File: src/rtl/astro_pkg.sv
// Shared types and helpers for the Astrocade cart loader.
package astro_pkg;

  typedef enum logic [2:0] {
    IDLE,
    LOAD,
    MRD,
    MWR,
    DONE
  } state_t;

  localparam logic [7:0] CART_INDEX_DEFAULT = 8'd1;

  // Smallest power of two >= count, clamped to [2^min_log2, 2^max_log2].
  function automatic logic [15:0] pow2_ceil(input logic [15:0] count,
                                            input int unsigned min_log2,
                                            input int unsigned max_log2);
    logic [15:0] p;
    logic        found;
    p     = 16'(32'd1 << max_log2);
    found = 1'b0;
    for (int unsigned i = 0; i < 16; i++) begin
      if (!found && i >= min_log2 && i <= max_log2 && 32'(count) <= (32'd1 << i)) begin
        p     = 16'(32'd1 << i);
        found = 1'b1;
      end
    end
    return p;
  endfunction

endpackage

File: src/rtl/astro_size_round.sv
// Rounds the loaded byte count up to the mirror granule; purely combinational.
module astro_size_round
  import astro_pkg::*;
#(
  parameter int unsigned MIN_LOG2 = 11,
  parameter int unsigned MAX_LOG2 = 13
) (
  input  logic [15:0] count,
  output logic [15:0] size
);

  always_comb begin
    size = pow2_ceil(count, MIN_LOG2, MAX_LOG2);
  end

endmodule

File: src/rtl/astro_cart_loader.sv
// Cart ROM loader: captures the ioctl cart download and mirrors short images over the window.
// Optional checksum output enabled by defining ASTRO_CART_CSUM_EN.
module astro_cart_loader
  import astro_pkg::*;
#(
  parameter int unsigned ADDR_W     = 13,
  parameter logic [7:0]  CART_INDEX = CART_INDEX_DEFAULT,
  parameter int unsigned MIN_LOG2   = 11
) (
  input  logic              clk_sys,
  input  logic              reset,
  input  logic              ioctl_download,
  input  logic [7:0]        ioctl_index,
  input  logic              ioctl_wr,
  input  logic [24:0]       ioctl_addr,
  input  logic [7:0]        ioctl_dout,
  output logic [ADDR_W-1:0] mem_addr,
  output logic [7:0]        mem_wdata,
  output logic              mem_we,
  input  logic [7:0]        mem_rdata,
  output logic              owns_bus,
  output logic [15:0]       cart_size,
  output logic              cart_present,
  output logic              overflow,
`ifdef ASTRO_CART_CSUM_EN
  output logic [7:0]        csum,
`endif
  output logic              mirror_busy
);

  localparam logic [15:0] WIN = 16'(32'd1 << ADDR_W);

  state_t      state_q, state_d;
  logic [15:0] count_q, count_d;
  logic [15:0] size_q, size_d;
  logic [15:0] dst_q, dst_d;
  logic        ovf_q, ovf_d;
  logic        wr_ok, wr_big, start, load_entry;
  logic [15:0] addr_p1, count_upd, p_size;

  always_comb begin
    wr_ok     = ioctl_wr && (ioctl_addr[24:ADDR_W] == '0);
    wr_big    = ioctl_wr && !wr_ok;
    start     = ioctl_download && (ioctl_index == CART_INDEX);
    addr_p1   = 16'(ioctl_addr[ADDR_W-1:0]) + 16'd1;
    // A byte arriving with the falling edge still counts toward the size.
    count_upd = (wr_ok && addr_p1 > count_q) ? addr_p1 : count_q;
  end

  astro_size_round #(
    .MIN_LOG2(MIN_LOG2),
    .MAX_LOG2(ADDR_W)
  ) u_size_round (
    .count(count_upd),
    .size (p_size)
  );

  always_comb begin
    state_d    = state_q;
    count_d    = count_q;
    size_d     = size_q;
    dst_d      = dst_q;
    ovf_d      = ovf_q;
    load_entry = 1'b0;
    mem_addr   = '0;
    mem_wdata  = '0;
    mem_we     = 1'b0;

    unique case (state_q)
      IDLE: begin
        if (start) load_entry = 1'b1;
      end
      LOAD: begin
        if (wr_ok) begin
          mem_addr  = ioctl_addr[ADDR_W-1:0];
          mem_wdata = ioctl_dout;
          mem_we    = 1'b1;
          count_d   = count_upd;
        end
        if (wr_big) ovf_d = 1'b1;
        if (!ioctl_download) begin
          if (count_upd == '0) begin
            state_d = IDLE;
            count_d = '0;
            size_d  = '0;
            ovf_d   = 1'b0;
          end else begin
            size_d = p_size;
            if (p_size == WIN) begin
              state_d = DONE;
            end else begin
              dst_d   = p_size;
              state_d = MRD;
            end
          end
        end
      end
      MRD: begin
        if (start) begin
          load_entry = 1'b1;
        end else begin
          // Source byte lives in the first image copy; RAM returns it next cycle.
          mem_addr = ADDR_W'(dst_q & (size_q - 16'd1));
          state_d  = MWR;
        end
      end
      MWR: begin
        if (start) begin
          load_entry = 1'b1;
        end else begin
          mem_addr  = dst_q[ADDR_W-1:0];
          mem_wdata = mem_rdata;
          mem_we    = 1'b1;
          dst_d     = dst_q + 16'd1;
          state_d   = (dst_q == WIN - 16'd1) ? DONE : MRD;
        end
      end
      DONE: begin
        if (start) load_entry = 1'b1;
      end
      default: state_d = IDLE;
    endcase

    if (load_entry) begin
      state_d = LOAD;
      count_d = '0;
      size_d  = '0;
      ovf_d   = 1'b0;
    end
  end

  always_ff @(posedge clk_sys or posedge reset) begin
    if (reset) begin
      state_q <= IDLE;
      count_q <= '0;
      size_q  <= '0;
      dst_q   <= '0;
      ovf_q   <= 1'b0;
    end else begin
      state_q <= state_d;
      count_q <= count_d;
      size_q  <= size_d;
      dst_q   <= dst_d;
      ovf_q   <= ovf_d;
    end
  end

  always_comb begin
    owns_bus     = (state_q == LOAD) || (state_q == MRD) || (state_q == MWR);
    mirror_busy  = (state_q == MRD) || (state_q == MWR);
    cart_present = (state_q == DONE);
    cart_size    = size_q;
    overflow     = ovf_q;
  end

`ifdef ASTRO_CART_CSUM_EN
  logic [7:0] csum_q;

  always_ff @(posedge clk_sys or posedge reset) begin
    if (reset) begin
      csum_q <= '0;
    end else if (load_entry) begin
      csum_q <= '0;
    end else if (state_q == LOAD && wr_ok) begin
      csum_q <= csum_q + ioctl_dout;
    end
  end

  assign csum = csum_q;
`endif

endmodule

File: config.mk
export PLATFORM = sky130hd
export DESIGN_NAME = astro_cart_loader
export DESIGN_NICKNAME = d
export VERILOG_FILES = /design/src/rtl/astro_pkg.sv /design/src/rtl/astro_size_round.sv /design/src/rtl/astro_cart_loader.sv
export SDC_FILE = /design/constraint.sdc
export NUM_CORES = 1
export LEC_CHECK = 0
export BUFFER_PORTS_ARGS = -buffer_cell sky130_fd_sc_hd__buf_2
export CAP_MARGIN = 20
export CELL_PAD_IN_SITES_DETAIL_PLACEMENT = 0
export CELL_PAD_IN_SITES_GLOBAL_PLACEMENT = 1
export CORE_MARGIN = 1
export CORE_UTILIZATION = 34
export DETAILED_ROUTE_END_ITERATION = 6
export PLACE_DENSITY = 0.86
export SYNTH_ARGS = -nofsm -noshare
export SYNTH_HDL_FRONTEND = slang
export SYNTH_SLANG_ARGS = --single-unit
File: constraint.sdc
create_clock -name clk_sys -period 2.86 [get_ports clk_sys]
set_input_delay 0.429 -clock clk_sys [delete_from_list [all_inputs] [get_ports clk_sys]]
set_output_delay 0.429 -clock clk_sys [all_outputs]
set_load 0.02 [all_outputs]
# Word level (Yosys, flattened, before mapping)
# Cells that the tools add are included.
# Widths: inputs -> output; s select.
word_totals:
  regBits: 52
  latchBits: 0
  ramBits: 0
  rom_bits: 0
  in_bits: 53
  out_inout_bits: 42
  elab_cells: 96
  memories: 0
op_classes:
  addsub: 3
  mul: 0
  div: 0
  magnitude_cmp: 4
  eq_ne: 16
  shift: 0
  muxes: 45
  n_bitwise: 1
  n_reduce_logical: 22
op_table:
  columns: ["operator", "count"]
  rows:
  - ["$mux 16", 16]
  - ["$mux 13", 3]
  - ["$pmux 13 s3", 1]
  - ["$pmux 16 s2", 1]
  - ["$mux 3", 7]
  - ["$add 16x1->16 const B", 1]
  - ["$eq 16x13->1 const B", 1]
  - ["$eq 16x14->1 const B", 1]
  - ["$gt 14x16->1", 1]
  - ["$le 16x12->1 const B", 1]
  - ["$le 16x13->1 const B", 1]
  - ["$le 16x14->1 const B", 1]
  - ["$logic_not 16->1", 1]
  - ["$mux 8", 2]
  - ["$pmux 8 s2", 1]
  - ["$add 13x1->14 const B", 1]
  - ["$mux 14", 1]
  - ["$and 13x13->13", 1]
  - ["$sub 13x1->13 const B", 1]
  - ["$logic_not 12->1", 1]
  - ["$pmux 3 s4", 1]
  - ["$mux 1", 11]
  - ["$ne 3x3->1 const B", 3]
  - ["$eq 8x1->1 const B", 1]
  - ["16 further kinds", 31]

# Logic depth before layout (Yosys ltp)
logic_depth:
  word_depth: 18
  ltp_mapped: 16
  depth_no_buf: 14

# Hierarchy
# Synthesis repeated with hierarchy kept, for this count alone.
hier_totals:
  cells_unflattened: 506
  hier_area_um2: 4230.3
modules_own_cells:
  columns: ["module", "instances", "cells_each", "area_each_um2", "seq_area_each_um2"]
  rows:
  - ["astro_cart_loader", 1, 479, 4050.1, 1301.2]
  - ["astro_size_round", 1, 27, 180.2, 0.0]

# Worst setup path after synthesis
# No wires, ideal clock.
synth_timing:
  path_kind: "input port to flip-flop"
  startpoint: "input port ioctl_addr[0]"
  endpoint: "register dst_q[11]"
  setup_time_ns: 0.126
  arrival_time_ns: 3.576
  required_time_ns: 2.734
  setup_slack_ns: -0.842
  cell_stages: 14
  n_path_buf: 1
  path_cell_list: "ha_1 > nand4_1 > nor4b_2 > xor2_1 > ha_1 > o21a_1 > o21ai_0 > nor2_1 > o311ai_1 > clkbuf_1 > or3_1 > o22ai_2 > or2_4 > o32a_1"
synth_between:
  elab_chain_cells: 16
  word_cells_on_any_way: 25
  classes_between: "add/sub: 1; order compare: 4; eq/ne: 3; mux: 10; reduce/logical: 7"
synth_lines:
  columns: ["item", "line_no", "source"]
  rows:
  - ["start: declaration", "astro_cart_loader.sv:15", "input logic [24:0] ioctl_addr,"]
  - ["$add 13x1->14 *", "astro_cart_loader.sv:45", "addr_p1 = 16'(ioctl_addr[ADDR_W-1:0]) + 16'd1;"]
  - ["$gt 14x16->1", "astro_cart_loader.sv:47", "count_upd = (wr_ok && addr_p1 > count_q) ? addr_p1 : count_q;"]
  - ["$logic_and 1x1->1", "astro_cart_loader.sv:47", null]
  - ["$mux 16 *", "astro_cart_loader.sv:47", null]
  - ["parallel branches: the longest is 12 deep, another holds $le 16x12->1", null, null]
  - ["end signal: assignment", "astro_cart_loader.sv:143", "dst_q <= dst_d;"]
  - ["end: declaration", "astro_cart_loader.sv:36", "logic [15:0] dst_q, dst_d;"]
# Every way passes the cells marked *. The select of a mux whose other input is x is not followed.
# A chain may end at the register's enable or synchronous reset.

# Worst setup path after layout
# Same ends and word-level chain as after synthesis.

==> reports/metrics.cfg <==
[routing]
dr.pass1.iters = 4
vias = 3868
wirelength_um = 11800
antenna_left = 0
route.detailed.drc = 0
drt_iter0_markers = 291
via_per_inst = 5.49
avgRoutedWirePerCell_um = 16.7

[synth]
syn_area_per_cell_um2 = 8.10
synth_cell_types = 61
async_reset_ff_share_pct = 100
synth-main-ff-cell = dfrtp_1
netlist_instances = 404
synth_edf_count = 0
syn_area_um2 = 3270
synth_seq_cells = 39
yosysWarningCount = 0
ys_seq_area_share_pct = 29.8

[critical_path]
critPathMaxFanout = 5
worstSetupStartpointType = input port
endpoint_kind = flip-flop
critical_path_arrival_ns = 3.71
worstPathRequired_ns = 3.05
criticalPathCategory = input port to flip-flop

[floorplan]
fp.dieH_um = 100
core_um2 = 9280
dieArea_um2 = 10000
start_util_pct = 35.2
rows = 35
die_w_um = 100
pin_count = 95

[outcome]
violations = negative setup slack
outcome = complete, but fails checks

[place]
place_inst = 663
pre_cts_slack_ns = -0.811
io_buffers = 81
dpl-instance-area_um2 = 4300
gp_congestion = 0.875
hpwlAfterDp_um = 8080

[sta]
relSlewSlack_pct = 28.7
final.setup.tns_ns = -17.32
rsz0062_at_grt = true
fin_ws_ns = -0.659
slew_violations = 0
fmax_ghz = 0.284
timing.final.crit_period_ns = 3.52
skew_ns = 0.00761
finalHoldViolCount = 0
setup_viol = 36
tightest_slew_ns = 1.06
period_share_pct = 123

[clock_tree]
cts_tree = done
clk_latency_ns = 0.30
clkSinkCount = 39
cts_hold_buffers = 0
cts_made_buffers = 5
clk_path_buf_depth = 2
clk_pin_slew_ns = 0.08
cts-root-buf = clkbuf_8
cts_max_level = 2

[cells_and_area]
finish.utilization_pct = 56.3
final_common_cell = buf_4
final_area_um2 = 5230
n_antenna_cell = 0
area_delta_synth_final_pct = 59.9
drive_gt1_share_pct = 45.7
fin_nets = 644
fin_cells = 705
layout_common_cells = buf_4 (82), buf_2 (77), dfrtp_1 (39)
fillers = 814

[power_and_ir_drop]
switching_power_mw = 0.393
p_clk_share_pct = 35.9
p_seq_share_pct = 41.9
switching_share_pct = 28.3
power_density_nw_per_um2 = 265
leakage_nw = 2.39
p_comb_share_pct = 22.2
p_int_mw = 0.994
vdd_ir_drop_max_v = 0.000228

[global_route]
grt_usage_pct = 23.2
grt_pass1_vias = 3901
grt_max_degree = 40
grt.overflow.total = 0
grt_pass1_wl_um = 18500
antenna_found_initial = 0

[min_path]
hold_class = input port to async pin

[flow_run]
max-cap-violations = 0

synthesized netlist by cell type (3+ instances only):
master	number	area, um^2
ha_1	16	200
buf_4	14	105
mux2i_1	3	30.0
a22o_1	29	254
and3_1	9	56.3
clkbuf_1	13	48.8
xnor2_1	7	61.3
o31ai_1	14	105
buf_2	4	20.0
o21a_1	3	22.5
o21ai_0	32	160
nor4_1	8	50.1
nand2b_1	3	18.8
o22ai_1	3	18.8
nand3_1	9	45.0
nor2b_1	4	25.0
a31oi_1	5	31.3
or2_2	3	18.8
a21oi_1	8	40.0
inv_1	25	93.8
nor2_1	36	135
nor3_1	9	45.0
and2_1	6	37.5
or4_1	4	30.0
xor2_1	6	52.6
nand2_1	40	150
nand4_1	11	68.8
o211ai_1	3	22.5
dfrtp_1	39	976
stage by stage:
step	total power, mW	hold WS, ns
6_report	1.39	0.225
5_1_grt	1.44	0.311
4_1_cts	1.36	0.262
3_5_place_dp	0.840	0.477
3_3_place_gp	0.833	0.461
2_1_floorplan	0.727	0.437
registers in the layout, summed over array words and instances, names as in the netlist:
register   flops
count_q       16
dst_q         16
cart_size      3
state_q        3
overflow       1
logic make-up (layout without fill, tap and decap cells):
kind of cell	count (synthesis)	in the layout	share of synthesized area, %
simple gates	153	153	24.4
mux	4	4	1.26
xor+xnor	13	13	3.48
other cells	1	13	0.115
flops	39	39	29.8
compound gates	121	121	26.5
fa+ha+maj	16	16	6.12
buf+inv	57	217	8.34
what timing repair did:
| action | CTS | global route |
|---|---|---|
| cloned | 3 | 0 |
| resized for setup | 83 | 33 |
| endpoints found under the hold margin | 0 | 0 |
| endpoints found under the setup margin | 36 | 36 |
| pin swaps | 42 | 37 |
| setup buffers | 26 | 11 |
final cells by class:
type	instances	area [um^2]	share of cell area, %
Inverter	25	93.8	1.79
Tap cell	129	161	3.09
Sequential cell	39	976	18.7
Clock inverter	2	35.0	0.670
Timing Repair Buffer	184	1330	25.5
Clock buffer	6	82.6	1.58
Multi-Input combinational cell	320	2550	48.7
worst max-delay path: stages:
cell and delay (ns):
buf_8 0.08, ha_4 0.12, nand4_1 0.11, buf_6 0.16, nor4b_4 0.35, xor2_1 0.28
ha_1 0.30, o21a_1 0.20, o21ai_2 0.20, nor2_2 0.08, o311ai_4 0.38, buf_6 0.16
or3_4 0.12, o22ai_4 0.09, or2_4 0.30, o32a_1 0.34
final timing paths:
| path | slack, ns | startpoint | cells past startpoint | to |
|---|---|---|---|---|
| worst min-delay path | 0.23 | reset | 3 | dst_q[10] |
| max in group asynchronous | 2.24 | reset | 3 | count_q[8] |
| worst max register to register | -0.09 | count_q[13] | 13 | dst_q[1] |
| min in group clk_sys | 0.40 | ioctl_wr | 3 | overflow |
| worst max-delay path | -0.66 | ioctl_addr[0] | 16 | dst_q[11] |
| worst min register to register | 0.50 | overflow | 1 | overflow |
routing by layer:
metal / track usage (%) / part of all wire, % / wire length (um)
met4: 10.0 / 3.0 / 354
met5: 0 / 0 / 0
met3: 3.13 / 3.6 / 425
met1: 28.0 / 42 / 4930
met2: 41.4 / 52 / 6090
power by group through the flow:
stage | clock (mW) | sequential [mW] | combinational, mW
after detailed placement | 0 | 0.590 | 0.250
final | 0.498 | 0.581 | 0.308
after global routing | 0.527 | 0.584 | 0.332
after global placement | 0 | 0.589 | 0.244
after CTS | 0.498 | 0.580 | 0.284
after floorplan | 0 | 0.596 | 0.131
Note: power is estimated with default switching activity, not from simulation.
